$ cat config.mk
export PLATFORM = sky130hd
export DESIGN_NAME = move_request_ctrl
export DESIGN_NICKNAME = d
export VERILOG_FILES = /design/src/rtl/move_request_ctrl.sv
export SDC_FILE = /design/constraint.sdc
export NUM_CORES = 1
export LEC_CHECK = 0
export CAP_MARGIN = 20
export CORE_MARGIN = 2
export CORE_UTILIZATION = 51
export DETAILED_ROUTE_END_ITERATION = 10
export PLACE_DENSITY = 0.78
export SLEW_MARGIN = 10
export SYNTH_ARGS = -nofsm -noshare
export SYNTH_HDL_FRONTEND = slang
export SYNTH_SLANG_ARGS = --single-unit
$ cat constraint.sdc
create_clock -name Clk -period 1.9 [get_ports Clk]
set_input_delay 0.38 -clock Clk [delete_from_list [all_inputs] [get_ports Clk]]
set_output_delay 0.38 -clock Clk [all_outputs]
set_load 0.005 [all_outputs]
$ cat src/rtl/move_request_ctrl.sv
// rtl/move_request_ctrl.sv - keyboard move request FSM with debounce and move counter
// Build option: MOVE_REQUEST_WASD_EN adds WASD keys to the arrow-key decode.
module move_request_ctrl #(
    parameter int DEBOUNCE_CYCLES = 16
) (
    input  logic        Clk,
    input  logic        Reset,
    input  logic [7:0]  keycode,
    input  logic        move_done,
    input  logic        clear,
    output logic        move_valid,
    output logic [1:0]  move_dir,
    output logic        busy,
    output logic        count_load,
    output logic [11:0] count_out
);

    typedef enum logic [1:0] {IDLE, ISSUE, WAIT_DONE, RELEASE} state_t;

    state_t      state, state_next;
    logic [7:0]  prev_key;
    logic [7:0]  deb_cnt, deb_next;
    logic [1:0]  dir_next;
    logic [11:0] count_next;
    logic        load_next;
    logic        cur_move, prev_move;
    logic [1:0]  cur_dir;

    function automatic logic key_is_move(input logic [7:0] code);
        case (code)
            8'h52, 8'h51, 8'h50, 8'h4F: key_is_move = 1'b1;
`ifdef MOVE_REQUEST_WASD_EN
            8'h1A, 8'h16, 8'h04, 8'h07: key_is_move = 1'b1;
`endif
            default:                    key_is_move = 1'b0;
        endcase
    endfunction

    function automatic logic [1:0] key_dir(input logic [7:0] code);
        case (code)
            8'h51:   key_dir = 2'b01;
            8'h50:   key_dir = 2'b10;
            8'h4F:   key_dir = 2'b11;
`ifdef MOVE_REQUEST_WASD_EN
            8'h16:   key_dir = 2'b01;
            8'h04:   key_dir = 2'b10;
            8'h07:   key_dir = 2'b11;
`endif
            default: key_dir = 2'b00;
        endcase
    endfunction

    assign cur_move   = key_is_move(keycode);
    assign prev_move  = key_is_move(prev_key);
    assign cur_dir    = key_dir(keycode);
    assign move_valid = (state == ISSUE);
    assign busy       = (state == ISSUE) || (state == WAIT_DONE);

    always_comb begin
        state_next = state;
        dir_next   = move_dir;
        count_next = count_out;
        load_next  = 1'b0;
        deb_next   = 8'd0;
        case (state)
            IDLE: begin
                // Edge qualification: a key already down when IDLE is entered never fires.
                if (cur_move && !prev_move) begin
                    dir_next   = cur_dir;
                    state_next = ISSUE;
                end
            end
            ISSUE: state_next = WAIT_DONE;
            WAIT_DONE: begin
                if (move_done) begin
                    count_next = count_out + 12'd1;
                    load_next  = 1'b1;
                    state_next = RELEASE;
                end
            end
            RELEASE: begin
                if (cur_move)
                    deb_next = 8'd0;
                else if (deb_cnt == 8'(DEBOUNCE_CYCLES - 1))
                    state_next = IDLE;
                else
                    deb_next = deb_cnt + 8'd1;
            end
            default: state_next = IDLE;
        endcase
        if (clear) begin
            state_next = IDLE;
            dir_next   = move_dir;
            count_next = 12'h000;
            load_next  = 1'b1;
            deb_next   = 8'd0;
        end
    end

    always_ff @(posedge Clk or negedge Reset) begin
        if (!Reset) begin
            state      <= IDLE;
            prev_key   <= 8'h00;
            deb_cnt    <= 8'd0;
            move_dir   <= 2'b00;
            count_out  <= 12'h000;
            count_load <= 1'b0;
        end else begin
            state      <= state_next;
            prev_key   <= keycode;
            deb_cnt    <= deb_next;
            move_dir   <= dir_next;
            count_out  <= count_next;
            count_load <= load_next;
        end
    end

endmodule
==> summary by stage <==
Routing
The first routing iteration left 60 violations. The antenna violation net count after detailed routing is 0. The routed wire length is 3080 um.

The detailed-route DRC error count is 0. The detailed-route via count is 1207. The routed via count divided by cell count is 5.34. After detailed routing, the average wire length per cell comes to 13.6 um.

The first-pass detailed-route iteration total is 4.

CTS
The clock slew at the register clock pins of the worst setup and hold paths is 90 ps. The number of sinks handled by clock tree synthesis is 33. The hold-fix buffer count after cts is 0. Counting along the longest clock path gives a buffer depth of 2. The number of H-tree levels is 2. The buffer cell driving the clock tree root is clkbuf_4. For the worst-skew pair, the clock arrives at the later sink with an insertion delay of 330 ps. The number of buffers created by CTS is 5.

TritonCTS built the clock tree.

Synthesis
The gate count of the mapped netlist is approximately 150. By area the synthesized netlist is led by dfrtp_1 (53%), xor2_1 (7.9%), ha_1 (5.7%). The number of synthesized register bits is 33.

The number of nets in the synthesized netlist is 165. For this run, the number of Yosys warnings is 0. The portion of synthesized cell area occupied by the leading cell type is a little over half. The average instance in the mapped netlist occupies roughly 11 um2. The sequential element share of the synthesized area is 53.4%.

The number of distinct standard cells referenced by the synthesized netlist is 32. The largest total area in the synthesized netlist belongs to dfrtp_1. In this run the cell area of the synthesized design comes to 1550 um2.

Placement
The post-placement cell area is a little under 2000 um2. Once placement completed, the tool counted placed cells totaling 216. The congestion estimate from routability-driven global placement came to 0.784. Prior to clock tree synthesis, the placed netlist has a worst setup slack of -364 ps. The number of input and output port buffers inserted is 28. The detailed placement HPWL is about 2300 um.

Power
The reported leakage power is roughly 0.94 nW. The reported net switching power is 0.000349 W. The clock network accounts for 28.5% of the total power. The maximum vdd drop is ~0.45 mV. The sequential share of power is 53.5%. In this run the power density over the cells is 674 nW/um2. The switching share of power is between 20% and 30%. The post-layout total power is 0.00138 W.

Combinational logic is responsible for 18.1% of the overall power. The internal power of the cells totals 0.00103 W.

Critical path
For the worst setup path, the data arrival time is 2060 ps. The category of the worst setup path launch point is a primary input. The required time reported for the critical path endpoint is 2150 ps. The worst register-to-register path has a depth of 6.

The endpoint of the lowest-slack register-to-register path is state[1]. The classification of the worst setup path is primary input to flop. The element type at the critical path end is a flop. In this run the worst path has a maximum fanout of 3. The launching point of the worst reg2reg path is deb_cnt[4]. The worst register-to-register path has a setup slack of 90 ps.

Timing
Clock skew on the completed layout was measured at approximately 3.3 ps. The number of slew-limit violations in the final report is 0. The setup slack of the critical path after layout is around 87 ps. The setup total negative slack is 0 ps.

After layout, the minimum clock period comes to around 1800 ps. The number of failing setup endpoints in the final timing report is 0. At the pin with the least slew margin, the transition time is 406 ps. Based on the critical path, the design can be clocked at up to 0.552 GHz. Setup repair after global routing left no endpoint under its margin. The count of final hold-check violations is 0. The headroom to the max-slew limit is 72.9%. Of the available clock period, the critical path in the final layout requires a little over nine tenths.

Finish
The number of antenna diodes in the final layout is 0. The final net count is 214. The finished cells cover 2050 um2. In the layout the commonest cells are dfrtp_1 (33), clkdlybuf4s50_1 (26), nor2_1 (22).

Of the cells placed in the final design, the portion with a size suffix greater than 1 is 15.4%. After the flow finishes, the layout carries non-filler instances totaling 226. The most common cell after layout, fill and taps aside is dfrtp_1. The area growth from synthesis to final layout is 32.4%.

After filler insertion, the fill cell instance count of the layout stands at 209.

Run
Max-cap violations in this run came to 0.

Global routing
The initial antenna violation count is 0. The pin count of the biggest net entering global routing is 34. The first global-routing pass estimated between 5000 and 6000 um of wire. The combined global-route utilization of all metal layers is 20.8%.

The number of global-route vias before repair is 1195. The total global routing overflow is 0.

Floorplan
The die is slightly below 60 um wide. The die outline area is 3490 um2. The initial utilization of the core area, before any placement, comes to 54.6%. The number of placement rows is 19.

The area inside the core boundary is 2830 um2. The die is just under 60 um tall. During I/O placement, the number of pins put on the boundary was 29.

Status
The run finished with clean final reports.

Worst hold path
The worst hold path belongs to the class primary input to async pin.
## per-layer routing
layer  vias to the layer above  global-route usage (%)  share of wire (%)
li1                        596                       -                  -
met1                       587                    24.4                 43
met2                        19                    35.6                 52
met3                         5                    5.24                3.3
met4                         0                    9.74                1.6
met5                         -                       0                  0
## cells by family (layout without fill, tap and decap cells)
kind of cell | after synthesis | after routing | synth area share (%)
AO/OA/AOI/OAI | 14 | 14 | 6.40
XOR/XNOR | 17 | 17 | 9.64
adder cells (fa/ha/maj) | 7 | 7 | 5.67
buffers and inverters | 7 | 56 | 1.70
flip-flops | 33 | 33 | 53.4
multiplexers | 1 | 1 | 0.648
AND/OR/NAND/NOR | 67 | 67 | 22.5
## registers in the layout, summed over array words and instances (netlist names)
register	count
count_out	12
deb_cnt	8
prev_key	8
move_dir	2
state	2
count_load	1
## critical path, stage by stage
cell	delay [ps]
clkdlybuf4s50_1	460
and4b_1	240
a32oi_1	210
buf_4	150
o211ai_1	100
o31ai_2	80
a21boi_2	230
mux2i_1	220
## cell usage after synthesis
cell and instances:
mux2i_1 1, nand3b_1 1, o21ai_2 1, nand2b_1 4, nand2_1 15, and3b_1 1, nand3_1 8, a22oi_1 1
and4_1 2, and4b_1 2, or4_4 2, a32oi_1 1, xor2_1 14, nor4b_1 1, and2_1 1, a21oi_1 2
o31ai_1 2, o21ai_0 1, a21boi_2 1, nand4_1 2, or2_2 1, o21a_1 1, nor3b_1 2, dfrtp_1 33
xnor2_1 3, inv_1 4, and3_1 3, o21ai_1 2, clkbuf_1 3, ha_1 7, o211ai_1 2, nor2_1 22
## power by group through the flow
stage | Sequential, W | Combinational [W] | Clock, W
after floorplan | 0.000753 | 0.000111 | 0
after global placement | 0.000755 | 0.000228 | 0
after detailed placement | 0.000756 | 0.000239 | 0
after CTS | 0.000737 | 0.000252 | 0.000408
after global routing | 0.000739 | 0.000279 | 0.000427
final | 0.000737 | 0.000249 | 0.000393
## cell type report
cell class              count  area [um2]  area share, %
clock buffers               7        55.1           2.69
flip-flops and latches     33         826           40.4
repair buffers             45         405           19.8
multi-input cells         106         706           34.5
well taps                  31        38.8           1.90
inverters                   4        15.0          0.734
## per-stage QoR
step           hold WS [ps]  util, %
3_3_place_gp            479     69.2
6_report                443     72.3
4_1_cts                 450     71.8
5_1_grt                 477     72.3
2_1_floorplan          84.4        -
3_5_place_dp            498     69.2
## worst max path at each step
stage / start / end / slack [ps] / cells after the start
2_1_floorplan: state[0] / count_out[11] / 190 / 9
3_3_place_gp: keycode[2] / state[1] / -270 / 7
3_5_place_dp: keycode[2] / state[1] / -360 / 7
4_1_cts: keycode[2] / state[1] / 20 / 7
5_1_grt: keycode[1] / state[1] / 0.6 / 9
6_report: keycode[2] / state[1] / 90 / 8
## repair_timing
| item | in CTS | in global routing |
|---|---|---|
| cloned | 0 | 0 |
| gates resized for setup | 3 | 3 |
| endpoints found under the setup margin | 3 | 8 |
| setup buffers | 2 | 1 |
| pin swaps | 0 | 1 |
Note: power is estimated with default switching activity, not from simulation.
